`src/rtl/sram_axis_reader.sv`:
```
// sram_axis_reader: streams a contiguous block of one SRAM bank out as
// AXI4-Stream beats. Reads are issued under a credit rule so the local
// read-data FIFO can never overflow, whatever the downstream backpressure.
module sram_axis_reader #(
    parameter int C_AXIS_TDATA_WIDTH = 8,
    parameter int FIFO_DEPTH         = 4,
    parameter int MAX_ADDR_WIDTH     = 8,
    parameter int NUM_SRAMS          = 4
) (
    input  logic                                   clk,
    input  logic                                   rst,
    input  logic                                   start,
    input  logic [NUM_SRAMS-1:0]                   src_idx,
    input  logic [MAX_ADDR_WIDTH-1:0]              base_addr,
    input  logic [MAX_ADDR_WIDTH:0]                length,
    output logic                                   busy,
    output logic                                   done,
    output logic                                   sram_out_en,
    output logic [NUM_SRAMS-1:0]                   sram_out_idx,
    output logic [MAX_ADDR_WIDTH-1:0]              sram_out_addr,
    input  logic signed [2*C_AXIS_TDATA_WIDTH-1:0] sram_out_data,
    output logic [2*C_AXIS_TDATA_WIDTH-1:0]        m_axis_tdata,
    output logic                                   m_axis_tvalid,
    input  logic                                   m_axis_tready,
    output logic                                   m_axis_tlast
);

    localparam int BW = 2 * C_AXIS_TDATA_WIDTH;
    localparam int PW = $clog2(FIFO_DEPTH);
    localparam int CW = PW + 1;
    localparam int LW = MAX_ADDR_WIDTH + 1;

    typedef enum logic [1:0] {
        IDLE  = 2'd0,
        READ  = 2'd1,
        DRAIN = 2'd2
    } state_t;

    state_t          state;
    logic [LW-1:0]   len_q;
    logic [LW-1:0]   words_rem;
    logic [LW-1:0]   out_cnt;

    // Read-data FIFO
    logic [BW-1:0]   fifo_mem [FIFO_DEPTH];
    logic [PW-1:0]   wr_ptr;
    logic [PW-1:0]   rd_ptr;
    logic [CW-1:0]   count;

    // Capture strobe: high in the cycle the SRAM drives the data for a read
    logic            cap_vld_p1;

    logic            push;
    logic            pop;
    logic [CW-1:0]   count_next;
    logic [CW:0]     credit_sum;
    logic            credit_ok;
    logic            last_hs;

    assign push          = cap_vld_p1;
    assign pop           = m_axis_tvalid && m_axis_tready;
    assign m_axis_tvalid = (count != '0);
    assign m_axis_tdata  = fifo_mem[rd_ptr];
    assign m_axis_tlast  = m_axis_tvalid && (out_cnt == (len_q - LW'(1)));
    assign last_hs       = pop && m_axis_tlast;

    // Credit for the next issue: FIFO occupancy after this edge plus the read
    // currently on the SRAM port must leave room for one more word.
    assign count_next = count + CW'(push) - CW'(pop);
    assign credit_sum = {1'b0, count_next} + (CW + 1)'(sram_out_en);
    assign credit_ok  = credit_sum < (CW + 1)'(FIFO_DEPTH);

    // Control FSM: accepts requests, issues reads, tracks beats and signals completion
    always_ff @(posedge clk or negedge rst) begin
        if (!rst) begin
            state         <= IDLE;
            busy          <= 1'b0;
            done          <= 1'b0;
            sram_out_en   <= 1'b0;
            sram_out_idx  <= '0;
            sram_out_addr <= '0;
            len_q         <= '0;
            words_rem     <= '0;
            out_cnt       <= '0;
        end else begin
            done        <= 1'b0;
            sram_out_en <= 1'b0;
            if (pop) begin
                out_cnt <= out_cnt + LW'(1);
            end
            case (state)
                IDLE: begin
                    if (start) begin
                        if (length != '0) begin
                            // First read goes out in the cycle right after start
                            sram_out_idx  <= src_idx;
                            sram_out_addr <= base_addr;
                            len_q         <= length;
                            words_rem     <= length - LW'(1);
                            out_cnt       <= '0;
                            sram_out_en   <= 1'b1;
                            busy          <= 1'b1;
                            state         <= READ;
                        end else begin
                            done <= 1'b1;
                        end
                    end
                end
                READ: begin
                    if (words_rem == '0) begin
                        state <= DRAIN;
                    end else if (credit_ok) begin
                        sram_out_en   <= 1'b1;
                        sram_out_addr <= sram_out_addr + MAX_ADDR_WIDTH'(1);
                        words_rem     <= words_rem - LW'(1);
                    end
                end
                DRAIN: begin
                end
                default: begin
                    state <= IDLE;
                end
            endcase
            // Final beat accepted downstream: the transfer is complete
            if (last_hs) begin
                done  <= 1'b1;
                busy  <= 1'b0;
                state <= IDLE;
            end
        end
    end

    // Capture pipeline: SRAM data is valid one cycle after the read enable
    always_ff @(posedge clk or negedge rst) begin
        if (!rst) begin
            cap_vld_p1 <= 1'b0;
        end else begin
            cap_vld_p1 <= sram_out_en;
        end
    end

    // FIFO storage and pointers; push and pop may happen in the same cycle
    always_ff @(posedge clk or negedge rst) begin
        if (!rst) begin
            for (int i = 0; i < FIFO_DEPTH; i++) begin
                fifo_mem[i] <= '0;
            end
            wr_ptr <= '0;
            rd_ptr <= '0;
            count  <= '0;
        end else begin
            if (push) begin
                fifo_mem[wr_ptr] <= sram_out_data;
                wr_ptr           <= wr_ptr + PW'(1);
            end
            if (pop) begin
                rd_ptr <= rd_ptr + PW'(1);
            end
            count <= count_next;
        end
    end

endmodule

```
`config.mk`:
```
export PLATFORM = sky130hd
export DESIGN_NAME = sram_axis_reader
export DESIGN_NICKNAME = d
export VERILOG_FILES = /design/src/rtl/sram_axis_reader.sv
export SDC_FILE = /design/constraint.sdc
export NUM_CORES = 1
export LEC_CHECK = 0
export CAP_MARGIN = 20
export CORE_MARGIN = 2
export CORE_UTILIZATION = 31
export CTS_BUF_LIST = sky130_fd_sc_hd__clkbuf_16
export DETAILED_ROUTE_END_ITERATION = 8
export PLACE_DENSITY = 0.58
export SLEW_MARGIN = 20
export SYNTH_ARGS = -nofsm -noshare
export SYNTH_HDL_FRONTEND = slang
export SYNTH_SLANG_ARGS = --single-unit
```
`constraint.sdc`:
```
create_clock -name clk -period 3.6 [get_ports clk]
set_input_delay 0.36 -clock clk [delete_from_list [all_inputs] [get_ports clk]]
set_output_delay 0.36 -clock clk [all_outputs]
set_load 0.01 [all_outputs]
```
* Word-level counts from Yosys, hierarchy flattened
Index checks and enable logic that the tools add are counted.
** Cells by class
- Add/subtract/negate cells :: 10
- Magnitude comparators :: 4
- Equal/unequal tests :: 11
- Mux-type cells :: 38
- Bitwise operators :: 2
- Reductions and logical operators :: 16
** Operator list (number)
- $mux 9 :: 8
- $bwmux 64 :: 1
- $mux 16 :: 3
- $bmux 16 s2 :: 1
- $demux 16 s2 :: 1
- $mux 8 :: 4
- $sub 9x1->9 const B :: 3
- $pmux 9 s2 :: 1
- $pmux 8 s2 :: 1
- $mux 1 :: 12
- $ne 2x2->1 const B :: 5
- $add 9x1->9 const B :: 1
- $eq 9x9->1 :: 1
- $logic_not 9->1 :: 1
- $ne 3x3->1 const B :: 3
- $reduce_bool 9->1 :: 1
- $add 8x1->8 const B :: 1
- $mux 2 :: 4
- $reduce_bool 2->1 :: 4
- $ge 3x3->1 const B :: 2
- $not 2->3 :: 2
- $pmux 2 s3 :: 1
- $reduce_and 3->1 :: 2
- $reduce_and 5->1 :: 1
- other kinds (13) :: 17
** Word-level totals
- Register bits :: 116
- Bits of input ports :: 41
- Output and inout bits :: 33
- Logic and storage cells :: 98

* Logic depth before layout (Yosys ltp)
Gate-level depths: netlist (run 1).
- Depth after elaboration :: 8
- Gate-level depth with buffers :: 15
- Mapped depth without buffers :: 14

* Least setup slack after synthesis (run 1)
Ideal clock, no wire load.
- Path kind :: reg-to-reg
- Start point :: register count[1]
- End point :: register sram_out_addr[1]
- Library setup time :: 0.141 ns
- Arrival time :: 3.052 ns
- Data required time :: 3.459 ns
- Setup slack :: 0.407 ns
- Stages on the path, launching flop included :: 15
- Buffers on the path :: 1
- Clock period less this slack :: 3.193 ns
- Cell sequence :: dfrtp_1 or3_1 nand2_1 inv_2 ha_1 inv_1 ha_1 inv_1 fa_1 xor3_1 a31oi_1 a31oi_2 inv_2 clkbuf_1 a31oi_1
** Between the ends
- Longest elaborated chain between the ends :: 7
- Elaborated cells between the ends (all ways) :: 8
- Classes of those cells :: add/sub (3); order compare (1); eq/ne (1); reduce/logical (3)
** Ends and longest elaborated chain
- from (decl) :: line 48 : logic [CW-1:0] count;
- from (signal assigned) :: line 159 : count <= count_next;
- $reduce_bool 3->1 :: line 62 : assign m_axis_tvalid = (count != '0);
- named net m_axis_tvalid :: line 23 : output logic m_axis_tvalid,
- $logic_and 1x1->1 :: line 61 : assign pop = m_axis_tvalid && m_axis_tready;
- $sub 3x1->3 :: line 69 : assign count_next = count + CW'(push) - CW'(pop);
- named net count_next[2] :: line 55 : logic [CW-1:0] count_next;
- $add 3x1->4 :: line 70 : assign credit_sum = {1'b0, count_next} + (CW + 1)'(sram_out_en);
- $lt 4x3->1 :: line 71 : assign credit_ok = credit_sum < (CW + 1)'(FIFO_DEPTH);
- $ne 2x2->1 (no line)
- $reduce_and 5->1 (no line)
- to (signal assigned) :: line 97 : sram_out_addr <= base_addr;
- to (signal assigned) :: line 114 : sram_out_addr <= sram_out_addr + MAX_ADDR_WIDTH'(1);
- to (decl) :: line 20 : output logic [MAX_ADDR_WIDTH-1:0] sram_out_addr,
The timed path passes the listed nets, and every way through them passes these cells.
A chain may end at the register's enable or synchronous reset.

* Worst setup path in the final report (run 1)
- Start point :: register count[1]
- End point :: register words_rem[2]
** Between the ends
- Longest elaborated chain between the ends :: 7
- Elaborated cells between the ends (all ways) :: 8
- Classes of those cells :: add/sub (3); order compare (1); eq/ne (1); reduce/logical (3)
** Ends and longest elaborated chain
- parallel branches: the longest is 2 deep, another holds $add 3x1->3
- $sub 3x1->3 * :: line 69
- named net count_next[2] :: line 55
- $add 3x1->4 * :: line 70
- $lt 4x3->1 * :: line 71
- $ne 2x2->1 (no line) *
- $reduce_and 5->1 (no line) *
- to (signal assigned) :: line 99 : words_rem <= length - LW'(1);
- to (signal assigned) :: line 115 : words_rem <= words_rem - LW'(1);
- to (decl) :: line 41 : logic [LW-1:0] words_rem;
Mark *: on every way through the listed nets, which the timed path passes.

==> results by group, run 1 <==
Yosys
  • Synth Flop Type: dfrtp_1
  • Mean Syn Cell Area: 11.9 µm²
  • Post-synth top area cell: dfrtp_1
  • Synth area leaders: dfrtp_1 51%, mux2_1 7.4%, mux2_2 7.3%
  • Yosys reg bits: roughly 120
  • Sequential element share of the synthesized area: roughly 51%
  • EDFF count, synth: 0
  • Cell area after synthesis: 5750 µm²
  • Count of synthesis-stage warnings from yosys: 0
  • Syn Nets: ~530
  • Post-synthesis async set-or-reset flop share: 100%
  • Post-Syn Instances: 482
  • Synth unique cells: 54
  • Top cell type's share of synthesized area: 50.5%

Pwr
  • Sw frac: between 30% and 40%
  • Psw: 0.00255 W
  • P_leak: about 3 nW
  • Clk pwr share: between 20% and 30%
  • Worst VDD drop: roughly 0.00044 V
  • Share of total power in sequential cells: between 30 and 40%
  • Gate power share: between 40% and 50%
  • Int Pwr: approximately 0.0047 W
  • Power per cell area: 990 nW/µm²

CTS
  • CTS sink cnt: roughly 120
  • Setup Fix Bufs, Post-CTS: 0
  • # H-tree levels: 4
  • Clock latency on the worst-skew pair: a little over 400 ps
  • CTS max path bufs: 2
  • Root Buffer Master: clkbuf_16
  • Hold Buf Count CTS: 0
  • CTS buffer count: 17
  • Cts repair resizes: 0
  • CTS tree: yes
  • Clock-pin slew on the worst setup and hold paths: 60 ps

Floorplanning
  • Die area: ~20,000 µm²
  • Die height: 140 µm
  • Die Wd: around 140 µm
  • I/O pins: 74
  • Cell row count: between 40 and 50
  • Core Region: roughly 18,000 µm²
  • Initial Util: a little under a third

Timing
  • RSZ-0062 raised after global routing: no
  • TNS Setup: 0 ps
  • Slew HR: between 30% and 40%
  • Hold Fails Final Rpt: 0
  • Worst Tran Pin Value: ~940 ps
  • F_max: 0.302 GHz
  • Crit share post-route: about nine tenths
  • Fin. max-slew vios: 0
  • Finish-stage setup viols: 0
  • Crit path time final: approximately 3300 ps
  • Setup Skew: about 9.8 ps

Global route
  • Vias in the first global route: around 4,300
  • Largest net degree at the start of global routing: 73
  • First-pass GRT wire length: 21.7 mm
  • Initial antenna violation count: 0
  • All-Layer GR Usage: between 10 and 15%
  • GRT overflow: 0

Cells and area
  • Leading cell type in the layout, fill and taps excluded: dfrtp_1
  • Layout area overhead: 26.8%
  • # fillers: between 1,500 and 2,000
  • Final #Nets: ~610
  • Commonest non-fill, non-tap cells in the layout: 116 x dfrtp_1, 72 x clkdlybuf4s50_1, 38 x mux2_1
  • Finished Layout Cells: between 700 and 800
  • Layout cells sized above 1: 17.2%
  • Ant diodes: 0

Routing
  • WL final: 12.7 mm
  • Drt wl/cell: ~16 µm
  • DRT antenna net count: 0
  • Vias: approximately 4,000
  • DRT Pass-1 Iters: 8
  • # DRC: 4
  • DR iter-0 viols: roughly 210
  • Via/cell ratio: roughly 5.0

Setup path
  • Worst Setup End Kind: flop
  • Critical path required time: around 4000 ps
  • Startpoint Class: flop
  • Crit path max fanout: 15
  • Critical Path AT: between 3000 and 4000 ps
  • Crit Path Class: reg2reg

Outcome
  • Status: finished with violations
  • Failing checks: DRC

Job
  • Max-cap violation count: 0

Place
  • Placed Cells: roughly 770
  • # port buffers: 73
  • Post-DP HPWL: between 8 and 9 mm
  • GP Congestion: between 0.8 and 0.9

Worst hold path
  • Worst Hold Class: in2async
[sequential cells by signal, indices dropped and copies added, names as in the netlist, 2 cells and up]
register / count
out_cnt: 9
sram_out_addr: 8
count: 3
words_rem: 9
sram_out_idx: 4
wr_ptr: 2
state: 2
rd_ptr: 2
fifo_mem: 64
len_q: 9
[final cells by class]
cell class / instances / area (µm²) / share of cell area (%)
Clock buffer: 17 / 425 / 5.84
Clock inverter: 14 / 125 / 1.72
Inverter: 16 / 60.1 / 0.824
Multi-Input combinational cell: 325 / 2690 / 36.9
Sequential cell: 116 / 2900 / 39.8
Tap cell: 229 / 287 / 3.93
Timing Repair Buffer: 81 / 801 / 11.0
[per-stage QoR]
stage	setup WS [ps]	utilization [%]	instance area, µm²	hold slack [ps]	power, W
finish	290	40.3	7290	76.1	0.00721
detailed placement	282	37.2	6740	441	0.00571
global placement	335	37.2	6740	444	0.00555
CTS	253	40.3	7290	118	0.00733
global route	95.0	40.3	7290	160	0.00775
floorplan	407	-	5750	64.4	0.00451
[layer usage]
| metal | up-vias | GRT usage, % | part of all wire, % |
|---|---|---|---|
| li1 | 1893 | - | - |
| met1 | 2011 | 17.3 | 44 |
| met2 | 88 | 23.8 | 51 |
| met3 | 9 | 3.42 | 3.8 |
| met4 | 0 | 4.73 | 1.2 |
| met5 | - | 0 | 0 |
[cell usage after synthesis (4+ instances only)]
cell type    n
a21oi_1     31
a31oi_1      6
buf_2        6
clkbuf_1    15
dfrtp_1    116
ha_1        10
inv_1       14
mux2_1      38
mux2_2      37
mux2i_1      5
mux4_2      16
nand2_1     33
nand2b_1     5
nand3_1     12
nor2_1      36
nor3_1      10
nor3b_1      4
o21ai_0     11
o21ai_1      9
xnor2_1     11
xor2_1      10
[power groups by stage]
stage               combinational (W)  clock (W)  sequential [W]
finish                        0.00316    0.00157         0.00248
global route                  0.00349    0.00167         0.00259
CTS                           0.00323    0.00161         0.00249
detailed placement            0.00320          0         0.00251
global placement              0.00310          0         0.00246
floorplan                     0.00219          0         0.00232
[logic make-up (layout without fill, tap and decap cells)]
| kind of cell | after synthesis | after routing | share of synthesized area [%] |
|---|---|---|---|
| buffers and inverters | 41 | 128 | 2.83 |
| muxes | 96 | 96 | 21.8 |
| xor gates and xnor gates | 23 | 23 | 3.90 |
| adders and majority gates | 11 | 11 | 2.53 |
| DFF | 116 | 116 | 50.5 |
| AOI/OAI and AO/OA | 78 | 78 | 8.43 |
| and+or+nand+nor | 117 | 117 | 9.95 |
[critical path: stages, from the launching register on]
cell	delay, ps
dfrtp_1	410
or3_1	410
nand2_1	190
inv_2	60
ha_1	260
inv_1	60
ha_1	130
inv_1	50
fa_1	360
xor3_1	390
a31oi_1	200
a31oi_2	130
buf_4	210
o32ai_1	290
nor2_1	60
[worst paths after layout]
kind	from	to	slack [ps]	cells after the start
max	count[1]	words_rem[2]	290	14
max reg2reg	count[1]	words_rem[2]	290	14
min reg2reg	sram_out_en	cap_vld_p1	430	0
min in group clk	sram_out_en	cap_vld_p1	430	0
max in group asynchronous	rst	fifo_mem[21]	2590	2
min	rst	fifo_mem[57]	80	1
No activity file was read; power rests on OpenSTA's default activity.
==> run 2: changes to the inputs <==
--- a/config.mk
+++ b/config.mk
@@ -6,7 +6,7 @@
 export NUM_CORES = 1
 export LEC_CHECK = 0
 export CAP_MARGIN = 20
-export CORE_MARGIN = 2
+export CORE_MARGIN = 4
 export CORE_UTILIZATION = 31
 export CTS_BUF_LIST = sky130_fd_sc_hd__clkbuf_16
 export DETAILED_ROUTE_END_ITERATION = 8
==> run 2 against run 1 <==
  * The run now ends clean
  * Sequential cell count unchanged
  * Hold slack improved by 1.7 ps
  * Routed wire length increased by 4.3%
  * Combinational power about the same
  * Non-clock buffer count decreased by 1
  * Clock skew decreased by 4.3 ps
  * Largest power group unchanged
  * Die area increased by 5.8%
  * Critical path depth unchanged
  * Critical path type unchanged
  * Total power increased by 1.6%
  * Largest cell class unchanged
==> results by group, run 2 (synthesis results as in run 1) <==
Setup path
  • Startpoint Class: flop
  • Crit-path max cell delay: 410 ps (about the same)
  • Worst Setup End Kind: flop
  • Crit Path Class: reg2reg
  • Slowest CP cell: dfrtp_1
  • Critical path required time: 3880 ps (about the same)
  • Crit-path cells: or3_1 > nand2_1 > inv_2 > ha_1 > inv_1 > ha_1 > inv_1 > fa_1 > xor3_1 > a31oi_1 > a31oi_2 > buf_4 > o32ai_1 > nor2_1
  • Flop2flop setup slack: 270 ps (-20 ps)
  • Crit path max fanout: 15 (unchanged)
  • CP delay by family, top: adder cells
  • CP bufs+invs: 4 (unchanged)
  • Critical Path AT: 3620 ps (+20 ps)

Routing
  • DRT Pass-1 Iters: 4 (-4)
  • # DRC: 0 (-4)
  • DRT antenna net count: 0 (unchanged)
  • Via/cell ratio: 5.08 (+1.2%)
  • DR iter-0 viols: 206 (-2.4%)
  • WL final: 13.3 mm (+4.3%)
  • Vias: 4,045 (+1.1%)
  • Drt wl/cell: 16.6 µm (+4.4%)

Global route
  • Largest net degree at the start of global routing: 69 (-5.5%)
  • GRT overflow: 0 (unchanged)
  • Vias in the first global route: 4,315 (+0.72%)
  • All-Layer GR Usage: 13.5% (-0.44 points)
  • Initial antenna violation count: 0 (unchanged)
  • First-pass GRT wire length: 21.9 mm (+0.96%)

Floorplanning
  • Die height: 144 µm (+2.9%)
  • Die area: 20,800 µm² (+5.8%)
  • Core Region: 18,100 µm² (unchanged)
  • Cell row count: 49 (unchanged)
  • Die Wd: 144 µm (+2.9%)
  • I/O pins: 74 (unchanged)
  • Initial Util: 31.8% (unchanged)

Timing
  • RSZ-0062 raised after global routing: no
  • Crit path time final: 3330 ps (+22.8 ps)
  • Hold Fails Final Rpt: 0 (unchanged)
  • Finish-stage setup viols: 0 (unchanged)
  • Fin. max-slew vios: 0 (unchanged)
  • F_max: 0.300 GHz (-0.69%)
  • TNS Setup: 0 ps (unchanged)
  • Worst Tran Pin Value: 896 ps (-46.7 ps)
  • Slew HR: 40.3% (+3.1 points)
  • Setup Skew: 5.51 ps (-4.26 ps)
  • Crit share post-route: 92.6% (+0.63 points)

CTS
  • # H-tree levels: 4 (unchanged)
  • Clock latency on the worst-skew pair: 410 ps (about the same)
  • CTS max path bufs: 2 (unchanged)
  • CTS tree: yes
  • CTS buffer count: 17 (unchanged)
  • Hold Buf Count CTS: 0 (unchanged)
  • Setup Fix Bufs, Post-CTS: 0 (unchanged)
  • CTS sink cnt: 116 (unchanged)
  • Root Buffer Master: clkbuf_16
  • Clock-pin slew on the worst setup and hold paths: 60 ps (about the same)
  • Cts repair resizes: 0 (unchanged)

Outcome
  • Status: completed

Place
  • GP Congestion: 0.798 (-2.5%)
  • # port buffers: 73 (unchanged)
  • Post-DP HPWL: 9.01 mm (+4.0%)
  • Cell Area, Placed: 6730 µm² (-0.11%)

Worst hold path
  • Worst Hold Class: in2async

Pwr
  • P_leak: 2.99 nW (about the same)
  • Power per cell area: 1000 nW/µm² (+1.1%)
  • Worst VDD drop: 0.000412 V (-6.7%)

Job
  • Max-cap violation count: 0 (unchanged)

Cells and area
  • Largest Register: fifo_mem
  • Leading cell type in the layout, fill and taps excluded: dfrtp_1
  • Ant diodes: 0 (unchanged)
  • Layout area overhead: 27.4%
  • Layout cells sized above 1: 17.6% (+0.38 points)
  • Final #Nets: 608 (-0.16%)
  • Commonest non-fill, non-tap cells in the layout: 116 x dfrtp_1, 72 x clkdlybuf4s50_1, 38 x mux2_1
  • Final instance area: 7320 µm² (+0.43%)
  • Number of flip-flops in the largest register: 64 (unchanged)
-- run 2: path summary, 6_finish.rpt --
path	from	end	depth (start not counted)
hold / removal	rst	fifo_mem[42]	1
setup reg to reg	count[1]	words_rem[2]	14
setup / recovery	count[1]	words_rem[2]	14
min in group clk	sram_out_en	cap_vld_p1	0
hold reg to reg	sram_out_en	cap_vld_p1	0
max in group asynchronous	rst	sram_out_addr[7]	2
-- run 2: layout make-up --
class	instances	area, µm²
inverter	16	60.1
timing repair buffer	80	793
clock buffer	17	425
sequential	116	2900
multi-input combinational	325	2690
fill	1698	10800
tap	229	287
clock inverter	14	164
-- run 2: per-stage QoR --
stage / setup slack [ps] / power [W] / utilization (%) / cells / hold WS, ps
5_1_grt: 35.0 / 0.00786 / 40.5 / 797 / 157
3_3_place_gp: 342 / 0.00555 / 37.2 / 766 / 468
3_5_place_dp: 272 / 0.00571 / 37.2 / 766 / 471
6_report: 267 / 0.00733 / 40.5 / 797 / 77.8
4_1_cts: 250 / 0.00742 / 40.5 / 797 / 108
2_1_floorplan: 407 / 0.00451 / - / 482 / 64.4
-- run 2: layer usage --
metal  track usage [%]  wire (µm)  up-vias
li1                  -          -     1896
met1              16.4       5800     2024
met2              23.2       6590      110
met3              3.77        712       15
met4              4.37        153        0
met5                 0          0        -
-- run 2: report_power, final --
part           internal [W]  total, W  switching [W]
sequential          0.00195   0.00246       0.000509
clock               0.00108   0.00168       0.000603
combinational       0.00170   0.00318        0.00148
total               0.00473   0.00733        0.00260
